## src/rtl/si_packet_arbiter.sv

```systemverilog
// Packet-granular round-robin merge of N AXI4-Stream time-tag streams.
// Optional SI_PACKET_ARB_STATS_EN adds per-input packet counters.
module si_packet_arbiter #(
  parameter  int N_INPUTS   = 4,
  parameter  int DATA_WIDTH = 128,
  localparam int ID_WIDTH   = $clog2(N_INPUTS),
  localparam int KEEP_W     = DATA_WIDTH / 8
) (
  input  logic                           clk,
  input  logic                           rst_n,
  input  logic [N_INPUTS-1:0]            s_tvalid,
  output logic [N_INPUTS-1:0]            s_tready,
  input  logic [N_INPUTS*DATA_WIDTH-1:0] s_tdata,
  input  logic [N_INPUTS*KEEP_W-1:0]     s_tkeep,
  input  logic [N_INPUTS-1:0]            s_tlast,
  output logic                           m_tvalid,
  input  logic                           m_tready,
  output logic [DATA_WIDTH-1:0]          m_tdata,
  output logic [KEEP_W-1:0]              m_tkeep,
  output logic                           m_tlast,
`ifdef SI_PACKET_ARB_STATS_EN
  output logic [N_INPUTS*32-1:0]         pkt_count,
`endif
  output logic [ID_WIDTH-1:0]            m_tid
);

  generate
    if (N_INPUTS < 2 || N_INPUTS > 16 ||
        DATA_WIDTH % 32 != 0 || 256 % DATA_WIDTH != 0) begin : g_bad_cfg
      $error("si_packet_arbiter: bad parameters");
    end
  endgenerate

  typedef enum logic {
    IDLE,
    BUSY
  } state_t;

  state_t              state;
  logic [ID_WIDTH-1:0] rr_ptr;
  logic [ID_WIDTH-1:0] grant;
  logic [ID_WIDTH-1:0] next_ptr;

  logic                  slot_free;
  logic                  accept;
  logic                  sel_valid;
  logic                  sel_last;
  logic [DATA_WIDTH-1:0] sel_data;
  logic [KEEP_W-1:0]     sel_keep;

  logic                  req_any;
  logic [ID_WIDTH-1:0]   req_idx;
  logic [ID_WIDTH:0]     scan;

  assign slot_free = !m_tvalid || m_tready;

  // Mux of the granted input
  always_comb begin
    sel_valid = 1'b0;
    sel_last  = 1'b0;
    sel_data  = '0;
    sel_keep  = '0;
    for (int i = 0; i < N_INPUTS; i++) begin
      if (grant == ID_WIDTH'(i)) begin
        sel_valid = s_tvalid[i];
        sel_last  = s_tlast[i];
        sel_data  = s_tdata[i*DATA_WIDTH +: DATA_WIDTH];
        sel_keep  = s_tkeep[i*KEEP_W +: KEEP_W];
      end
    end
  end

  always_comb begin
    s_tready = '0;
    for (int i = 0; i < N_INPUTS; i++) begin
      s_tready[i] = (state == BUSY) && slot_free &&
                    (grant == ID_WIDTH'(i));
    end
  end

  assign accept = (state == BUSY) && slot_free && sel_valid;

  // Scan from rr_ptr downward in priority; the nearest requester wins
  always_comb begin
    req_any = 1'b0;
    req_idx = rr_ptr;
    scan    = '0;
    for (int k = N_INPUTS - 1; k >= 0; k--) begin
      scan = {1'b0, rr_ptr} + (ID_WIDTH+1)'(k);
      if (scan >= (ID_WIDTH+1)'(N_INPUTS)) begin
        scan = scan - (ID_WIDTH+1)'(N_INPUTS);
      end
      if (s_tvalid[scan[ID_WIDTH-1:0]]) begin
        req_any = 1'b1;
        req_idx = scan[ID_WIDTH-1:0];
      end
    end
  end

  assign next_ptr = (grant == ID_WIDTH'(N_INPUTS - 1)) ?
                    '0 : grant + 1'b1;

  always_ff @(posedge clk or negedge rst_n) begin
    if (!rst_n) begin
      state  <= IDLE;
      rr_ptr <= '0;
      grant  <= '0;
    end else begin
      case (state)
        IDLE: begin
          if (req_any) begin
            grant <= req_idx;
            state <= BUSY;
          end
        end
        BUSY: begin
          if (accept && sel_last) begin
            rr_ptr <= next_ptr;
            state  <= IDLE;
          end
        end
        default: state <= IDLE;
      endcase
    end
  end

  always_ff @(posedge clk or negedge rst_n) begin
    if (!rst_n) begin
      m_tvalid <= 1'b0;
      m_tdata  <= '0;
      m_tkeep  <= '0;
      m_tlast  <= 1'b0;
      m_tid    <= '0;
    end else if (accept) begin
      m_tvalid <= 1'b1;
      m_tdata  <= sel_data;
      m_tkeep  <= sel_keep;
      m_tlast  <= sel_last;
      m_tid    <= grant;
    end else if (m_tready) begin
      m_tvalid <= 1'b0;
    end
  end

`ifdef SI_PACKET_ARB_STATS_EN
  always_ff @(posedge clk or negedge rst_n) begin
    if (!rst_n) begin
      pkt_count <= '0;
    end else if (accept && sel_last) begin
      for (int i = 0; i < N_INPUTS; i++) begin
        if (grant == ID_WIDTH'(i)) begin
          pkt_count[i*32 +: 32] <= pkt_count[i*32 +: 32] + 32'd1;
        end
      end
    end
  end
`endif

endmodule
```

## config.mk

```make
export PLATFORM = sky130hd
export DESIGN_NAME = si_packet_arbiter
export DESIGN_NICKNAME = d
export VERILOG_FILES = /design/src/rtl/si_packet_arbiter.sv
export SDC_FILE = /design/constraint.sdc
export NUM_CORES = 1
export LEC_CHECK = 0
export ABC_AREA = 1
export CAP_MARGIN = 20
export CORE_AREA = 2 2 291 293
export DETAILED_ROUTE_END_ITERATION = 10
export DIE_AREA = 0 0 293 295
export PLACE_DENSITY = 0.48
export SYNTH_ARGS = -nofsm -noshare
export SYNTH_HDL_FRONTEND = slang
export SYNTH_SLANG_ARGS = --single-unit
```

## constraint.sdc

```tcl
create_clock -name clk -period 1.8 [get_ports clk]
set_input_delay 0.45 -clock clk [delete_from_list [all_inputs] [get_ports clk]]
set_output_delay 0.45 -clock clk [all_outputs]
set_load 0.01 [all_outputs]
```

After elaboration in Yosys (flattened, before gate mapping)
Cells that the tools add are included.
W data, S select, Z words.
{"block": "totals", "ff_bits": 153, "output_inout_bits": 152, "wordCells": 83}
{"block": "classes", "n_addsub": 8, "order_cmp": 8, "n_eq_ne": 3, "n_mux": 42, "bitwise": 1, "n_reduce_logical": 13}
{"cell": "$mux W128", "count": 4}
{"cell": "$mux W16", "count": 4}
{"cell": "$mux W1", "count": 20}
{"cell": "$mux W2", "count": 9}
{"cell": "$lt A2 B3 Y1 const B", "count": 4}
{"cell": "$ge A3 B3 Y1 const B", "count": 3}
{"cell": "$bmux W1 S2", "count": 4}
{"cell": "$sub A2 B1 Y2 const B", "count": 4}
{"cell": "$logic_and A1 B1 Y1", "count": 7}
{"cell": "$add A2 B2 Y3 const B", "count": 2}
{"cell": "$eq A2 B2 Y1 const B", "count": 2}
{"cell": "$reduce_and A2 Y1", "count": 2}
{"cell": "$add A2 B1 Y3 const B", "count": 1}
{"cell": "$ge A2 B3 Y1 const B", "count": 1}
{"cell": "$add A2 B1 Y2 const B", "count": 1}
{"cell": "$eq A2 B1 Y1 const B", "count": 1}
{"cell": "$logic_not A2 Y1", "count": 1}
{"cell": "$pmux W1 S2", "count": 1}
{"cell": "$reduce_bool A2 Y1", "count": 1}
{"cell": "$logic_not A1 Y1", "count": 1}
{"cell": "$logic_or A1 B1 Y1", "count": 1}
{"cell": "$not A1 Y1", "count": 1}

Longest topological paths before layout
Gate-level depths: netlist of run 1.
{"block": "depth", "word_depth": 11, "ltp_mapped": 13}

Least setup slack after synthesis of run 1
OpenSTA, ideal clock, no wires.
{"block": "synth_path", "path_type": "register to register", "start": "reg grant[0]", "end": "reg m_tdata[0]", "setup_time_ns": 0.117, "arrival_time_ns": 1.624, "t_required_ns": 1.683, "slack_ns": 0.060, "path_stages_with_launch": 12, "path_buffers": 3, "cell_sequence": "dfrtp_1 > inv_1 > ha_1 > inv_2 > buf_2 > nand2_1 > a21oi_2 > inv_2 > buf_4 > buf_2 > nand2_1 > nand2_1"}
{"block": "synth_between", "elab_chain_cells": 6}
{"element": "from (decl)", "line_no": "41", "rtl": "logic [ID_WIDTH-1:0] grant;"}
{"element": "from (signal assigned)", "line_no": "112", "rtl": "grant <= req_idx;"}
{"element": "$logic_not A2 Y1", "line_no": "64", "rtl": "if (grant == ID_WIDTH'(i)) begin"}
{"element": "$mux W1 (4 in series)", "line_no": "64"}
{"element": "$logic_and A1 B1 Y1", "line_no": "81", "rtl": "assign accept = (state == BUSY) && slot_free && sel_valid;"}
{"element": "to (signal assigned)", "line_no": "136", "rtl": "m_tdata <= sel_data;"}
{"element": "to (decl)", "line_no": "18", "rtl": "output logic [DATA_WIDTH-1:0] m_tdata,"}
Parallel ways exist; a longest one is shown, timed or not.
A chain may end at the register's enable or synchronous reset.

Worst setup path in the final report of run 1
{"block": "layout_path", "start": "reg grant[1]", "end": "reg m_tdata[1]"}
The elaborated chain is that of the path after synthesis.

==> results.md, run 1 <==
- Status: finished, violations left
- Violated checks: negative setup slack
- Number of fill cells in the layout: 9198
- Number of CTS-inserted buffers: 17
- Vias in the first global route: 14300
- Largest net degree at the start of global routing: 70
- Placement Cell Area: 20200 um^2
- CTS tree: yes
- Crit path max fanout: 15
- Slew Limit Fails: 0
- Hold Path Class: flop to flop
- Power Total: 36200 uW
- Clock root cell: clkbuf_16
- Power density cells: 1630 nW/um^2
- IR drop worst, VDD: 649 uV
- Final Hold Violating Endpoints: 0
- Core Area: 83200 um^2
- Yosys warns: 0
- Gate Count Post-Synth: 1682
- Fin crit period: 2080 ps
- Fmax: 481 MHz
- Count of input and output buffers: 738
- Clock Latency Late Sink: 480 ps
- Clock sinks: 153
- Actual slew at the worst max-slew pin: 634 ps
- Initial drt markers: 522
- Die width: 293 um
- Routed len/inst: 19.1 um
- Setup crit start kind: flop
- Post-synthesis mux area share: 0%
- Die height: 295 um
- GRT overflow: 0
- Syn avg cell area: 6.12 um^2
- Via density: 3.86
- Drc violations: 0
- First-pass GRT wire length: 94600 um
- RSZ-0062 raised after global routing: yes
- Final Instance Area: 22200 um^2
- Post-Synth Adder-Cell Area: 0.486%
- Syn nets: 2273
- Share of layout cells above drive strength 1: 13.2%
- Worst Clk Skew: 12.2 ps
- Setup violators final: 259
- Antenna-violating nets left: 0
- Final worst slack: -277 ps
- CTS clk-pin slew, worst paths: 70 ps
- Nets: 3125
- Critical Path AT: 2490 ps
- Hpwl dp: 53000 um
- Synth Area in Compound Gates: 21.8%
- WL final: 69400 um
- Period utilization: 115%
- Routed vias: 14000
- Largest family of logic cells by synthesized area: simple AND/OR/NAND/NOR gates
- Die area: 86400 um^2
- CTS Buffer Depth: 2
- Synth area leader: dfrtp_1
- Boundary Pins: 739
- GPL Wtd Cong: 0.836
- Area share of the largest cell type after synthesis: 37.2%
- Synth-to-Final Area Change: 115%
- Antenna violations before repair: 6
- Post-synth cell types: 18
- Dominant cells by area after synthesis: dfrtp_1 (37%), nand2_1 (33%), o21ai_0 (10%), a21oi_1 (7.1%), o21ai_1 (3.8%)
- Starting density of the core: 12.4%
- # rows: 106
- Htree depth: 4
- Worst setup path class: flop to flop
- Max-cap violations: 0
- Setup WS pre-CTS: -588 ps
- Max-slew headroom: 57.7%
- GRT Total Usage: 15.0%
- DRT Pass-1 Iters: 5
- Cell area after synthesis: 10300 um^2
- Synth Register Bits: 153
- Post-synthesis sequential area ratio: 37.2%
- Crit path required time: 2210 ps
- Area share of and/or/nand/nor cells after synthesis: 34.1%
- Post-synthesis xor/xnor area fraction: 0%
- Leak: 0.0103 uW
- Critical path endpoint category: flop
-- cells in the final DEF (no fill, tap or decap), types with 31 or more instances in the layout --
master / Yosys / routed
a21oi_1: 147 / 146
buf_12: 0 / 31
buf_4: 13 / 143
clkbuf_16: 0 / 33
clkdlybuf4s50_1: 0 / 689
dfrtp_1: 153 / 153
dlymetal6s2s_1: 0 / 34
nand2_1: 918 / 869
nand2_2: 0 / 38
o21ai_0: 216 / 202
o21ai_1: 79 / 86
-- final cells by class --
class	instances	area [um^2]	area share, %
Inverter	16	98.8	0.446
Sequential cell	153	3830	17.3
Multi-Input combinational cell	1384	6090	27.5
Tap cell	1080	1350	6.10
Clock inverter	15	171	0.774
Antenna cell	2	5.00	0.0226
Clock buffer	17	425	1.92
Timing Repair Buffer	962	10200	45.9
-- cell usage after synthesis --
library cell,count
nand2_1,918
o21ai_0,216
dfrtp_1,153
a21oi_1,147
o21ai_1,79
clkbuf_1,58
buf_2,54
inv_1,14
buf_4,13
nor2_1,9
nand3_1,6
buf_1,4
ha_1,4
inv_2,2
o21bai_1,2
a21oi_2,1
and2_1,1
o21ai_2,1
-- through the flow --
stage	hold slack, ps	util [%]	cells	setup TNS [ps]
after floorplan	154	-	1682	0
after global placement	453	24.3	3550	-72740
after detailed placement	457	24.3	3550	-77420
after CTS	475	25.7	3604	-50910
after global routing	490	26.6	3629	-68650
final	471	26.6	3629	-37920
-- critical path, stage by stage (launching register included) --
cell     delay, ps
dfrtp_1        370
inv_2           60
buf_6          110
ha_4           170
nor2_4         120
buf_12         140
buf_12         160
buf_12         160
nand2_1         50
nand2_1         50
o21ai_0        120
buf_4          190
o21ai_1        150
nand2_1         70
nand2_1         60
-- repair_timing --
item,in CTS,in global routing
cloned,8,20
endpoints found under the hold margin,30,0
setup endpoints to repair,299,295
pin swaps,23,27
gates resized for setup,115,101
buffers inserted,15,3
hold buffers,1,0
-- flip-flops by register name, summed over array words and instances, names as in the netlist --
register / flops
grant: 2
m_tlast: 1
m_tdata: 128
m_tvalid: 1
rr_ptr: 2
state: 1
m_tkeep: 16
m_tid: 2
-- where the power goes --
group | internal (uW) | total (uW) | switching [uW]
clock network | 1990 | 3910 | 1920
registers | 5040 | 5990 | 947
logic | 12400 | 26300 | 13900
-- kinds of logic (layout without fill, tap and decap cells) --
group	after synthesis	in the layout
AO/OA/AOI/OAI	446	446
other	0	2
AND/OR/NAND/NOR	934	934
adder cells (fa/ha/maj)	4	4
buffers and inverters	145	1010
flip-flops	153	153
-- routing by layer --
layer,GRT usage (%),vias up,part of all wire [%]
li1,-,7123,-
met1,17.4,6319,41
met2,26.7,494,50
met3,4.07,61,6.1
met4,5.07,0,2.8
met5,0,-,0
-- final timing paths --
path	from	endpoint	slack [ps]	cells past startpoint
max	grant[1]$_DFFE_PN0P_	m_tdata[1]$_DFFE_PN0P_	-280	14
min	m_tdata[10]$_DFFE_PN0P_	m_tdata[10]$_DFFE_PN0P_	470	2
max reg2reg	grant[1]$_DFFE_PN0P_	m_tdata[1]$_DFFE_PN0P_	-280	14
min reg2reg	m_tdata[10]$_DFFE_PN0P_	m_tdata[10]$_DFFE_PN0P_	470	2
max in group asynchronous	rst_n	m_tdata[75]$_DFFE_PN0P_	700	3
min in group asynchronous	rst_n	m_tdata[127]$_DFFE_PN0P_	520	2
Note: power is estimated with default switching activity, not from simulation.
==> inputs of run 2 (changes only) <==
--- a/config.mk
+++ b/config.mk
@@ -7,10 +7,11 @@
 export LEC_CHECK = 0
 export ABC_AREA = 1
 export CAP_MARGIN = 20
-export CORE_AREA = 2 2 291 293
+export CORE_AREA = 2 2 287 289
 export DETAILED_ROUTE_END_ITERATION = 10
-export DIE_AREA = 0 0 293 295
-export PLACE_DENSITY = 0.48
+export DIE_AREA = 0 0 289 291
+export DONT_BUFFER_PORTS = 1
+export PLACE_DENSITY = 0.37
 export SYNTH_ARGS = -nofsm -noshare
 export SYNTH_HDL_FRONTEND = slang
 export SYNTH_SLANG_ARGS = --single-unit
==> run 2 against run 1 <==
Compared with the run above: the flow finishes with violations (negative hold slack, negative setup slack); cell count fell by 21%; combinational power down 17%; clock skew grew 13 ps; routed wire length up 3.3%; design area down 34%; fmax is 3.6% lower; critical path type unchanged.
==> results.md, run 2 (synthesized netlist as in run 1, its figures left out) <==
- Antenna-violating nets left: 0 (unchanged)
- WL final: 71600 um (+3.3%)
- R2R Path Start: grant[0]$_DFFE_PN0P_
- CP dominant cell by count: nand2_1
- Crit-path max cell delay: 410 ps (+40 ps)
- IR drop worst, VDD: 702 uV (+8.1%)
- Hold Slack: -337 ps (-808 ps)
- Starting density of the core: 12.7% (+0.30 points)
- RSZ-0062 raised after global routing: yes
- Nets: 2345 (-25%)
- Critical Path AT: 2590 ps (+100 ps)
- Reg-to-reg endpoint: m_tdata[50]$_DFFE_PN0P_
- Antenna violations before repair: 27 (+21)
- Critical path endpoint category: flop
- Commonest non-fill, non-tap cell in the layout: nand2_1
- Setup WS pre-CTS: -504 ps (+83.7 ps)
- Hpwl dp: 53600 um (+1.2%)
- Hold Path Class: input port to async pin
- DRT Pass-1 Iters: 5 (unchanged)
- Power density cells: 2260 nW/um^2 (+39%)
- Biggest register: m_tdata
- Leak: 0.00670 uW (-35%)
- Largest net degree at the start of global routing: 154 (+120%)
- CTS tree: yes
- Clock sinks: 153 (unchanged)
- Routed len/inst: 25.1 um (+31%)
- Htree depth: 4 (unchanged)
- Count of input and output buffers: 0 (-100%)
- Reg2Reg Setup Slack: -360 ps (-80 ps)
- Share of layout cells above drive strength 1: 15.9% (+2.7 points)
- Worst setup path class: flop to flop
- Final Hold Violating Endpoints: 153 (+153)
- # rows: 105 (-0.94%)
- Max-cap violations: 0 (unchanged)
- Die area: 84100 um^2 (-2.7%)
- Placement Cell Area: 12500 um^2 (-38%)
- CTS Buffer Depth: 2 (unchanged)
- Setup TNS: -40510 ps (-2590 ps)
- GPL Wtd Cong: 0.941 (+13%)
- Post-route non-filler standard cell count: 2856 (-21%)
- Synth-to-Final Area Change: 40.9%
- Violated checks: negative hold slack, negative setup slack
- CTS clk-pin slew, worst paths: 80 ps (about the same)
- Worst Clk Skew: 25.4 ps (+13.1 ps)
- Max reg flops: 128 (unchanged)
- Crit-path cells: buf_6 -> ha_4 -> nor2_4 -> nand2_1 -> o21ai_1 -> nand2_1 -> a21oi_4 -> buf_12 -> buf_8 -> buf_16 -> buf_4 -> nand2_2 -> nand2_1
- Max-slew headroom: 58.0% (+0.30 points)
- NetSw: 16600 uW (-0.83%)
- Clock power share: 11.6% (+0.8 points)
- Via density: 4.22 (+9.5%)
- Crit. Startpoint: grant[0]$_DFFE_PN0P_
- Slew Limit Fails: 0 (unchanged)
- Clock Latency Late Sink: 500 ps (+20 ps)
- Die width: 289 um (-1.4%)
- Final worst slack: -356 ps (-78.2 ps)
- Boundary Pins: 739 (unchanged)
- Most frequent cells in the layout: nand2_1 (880), o21ai_0 (193), dfrtp_1 (153)
- Worst reg2reg path depth: 13 (-1)
- Clock root cell: clkbuf_16
- Sw Share: 50.5% (+4.2 points)
- Placed cell count: 2751 (-23%)
- Status: finished, violations left
- Drc violations: 0 (unchanged)
- Pint: 16300 uW (-16%)
- Logic gate share of total power: 66.3% (-6.3 points)
- Actual slew at the worst max-slew pin: 630 ps (-4.51 ps)
- GRT overflow: 0 (unchanged)
- Period utilization: 120% (+4.3 points)
- Biggest regs: m_tdata (128), m_tkeep (16)
- Fin crit period: 2160 ps (+78.2 ps)
- Critical Path End: m_tdata[50]$_DFFE_PN0P_
- First-pass GRT wire length: 93700 um (-0.93%)
- Core Area: 81200 um^2 (-2.4%)
- Die height: 291 um (-1.4%)
- Sequential share of power: 22.1% (+5.5 points)
- Final Instance Area: 14500 um^2 (-34%)
- Core Util, Final: 17.9% (-8.8 points)
- Vias in the first global route: 12200 (-15%)
- Crit path max fanout: 9 (-6)
- Crit-path slowest cell: dfrtp_1
- Setup violators final: 155 (-40%)
- Crit path required time: 2230 ps (+20 ps)
- Fmax: 464 MHz (-3.6%)
- Setup crit start kind: flop
- Initial drt markers: 647 (+24%)
- Number of CTS-inserted buffers: 17 (unchanged)
- Routed vias: 12100 (-14%)
- GRT Total Usage: 16.1% (+1.0 points)
run 2: layout make-up:
type / instances / area [um^2]
clock inverter: 15 / 146
timing repair inverter: 1 / 16.3
fill: 9271 / 66700
tap: 1070 / 1340
antenna: 19 / 47.5
clock buffer: 17 / 425
sequential: 153 / 3830
inverter: 16 / 83.8
multi-input combinational: 1384 / 6040
timing repair buffer: 181 / 2590
run 2: timing repair:
| item | CTS | global route |
|---|---|---|
| setup buffers | 31 | 2 |
| setup endpoints to repair | 155 | 155 |
| endpoints found under the hold margin | 153 | 153 |
| pin swaps | 20 | 2 |
| resized for setup | 128 | 33 |
| gates cloned | 18 | 8 |
run 2: power by group through the flow:
stage / sequential (uW) / combinational [uW] / clock, uW
floorplan: 6550 / 9630 / 0
global route: 7440 / 24000 / 4120
CTS: 7310 / 21400 / 3990
detailed placement: 7340 / 17000 / 0
finish: 7260 / 21800 / 3800
global placement: 7390 / 16800 / 0
run 2: layer usage:
| metal | share of wire (%) | vias to the layer above | global-route usage [%] | routed length [um] |
|---|---|---|---|---|
| met2 | 51 | 642 | 28.5 | 36200 |
| met1 | 37 | 5718 | 17.2 | 26800 |
| met5 | 0.073 | - | 0 | 52 |
| met4 | 3.3 | 8 | 6.76 | 2370 |
| li1 | - | 5596 | - | - |
| met3 | 8.6 | 99 | 5.52 | 6170 |
run 2: worst min path at each step:
| stage | depth (start not counted) | startpoint | slack, ps | end |
|---|---|---|---|---|
| after detailed placement | 0 | rst_n | 170 | m_tdata[121]$_DFFE_PN0P_ |
| after CTS | 0 | rst_n | -390 | m_tdata[121]$_DFFE_PN0P_ |
| after floorplan | 0 | rst_n | 150 | grant[0]$_DFFE_PN0P_ |
| after global placement | 0 | rst_n | 170 | m_tdata[121]$_DFFE_PN0P_ |
| after global routing | 0 | rst_n | -400 | m_tdata[121]$_DFFE_PN0P_ |
| final | 0 | rst_n | -340 | m_tdata[121]$_DFFE_PN0P_ |
run 2: critical path: cells and delay by family (launching register included):
kind                       cells  cell delay (ps)
buffers and inverters          5              730
and+or+nand+nor                5              460
DFF                            1              410
AOI/OAI and AO/OA              2              310
adders and majority gates      1              180
run 2: per-stage QoR:
step | hold slack (ps) | power, uW
2_1_floorplan | 154 | 16200
4_1_cts | -389 | 32700
6_report | -337 | 32900
3_3_place_gp | 165 | 24200
3_5_place_dp | 168 | 24400
5_1_grt | -396 | 35500
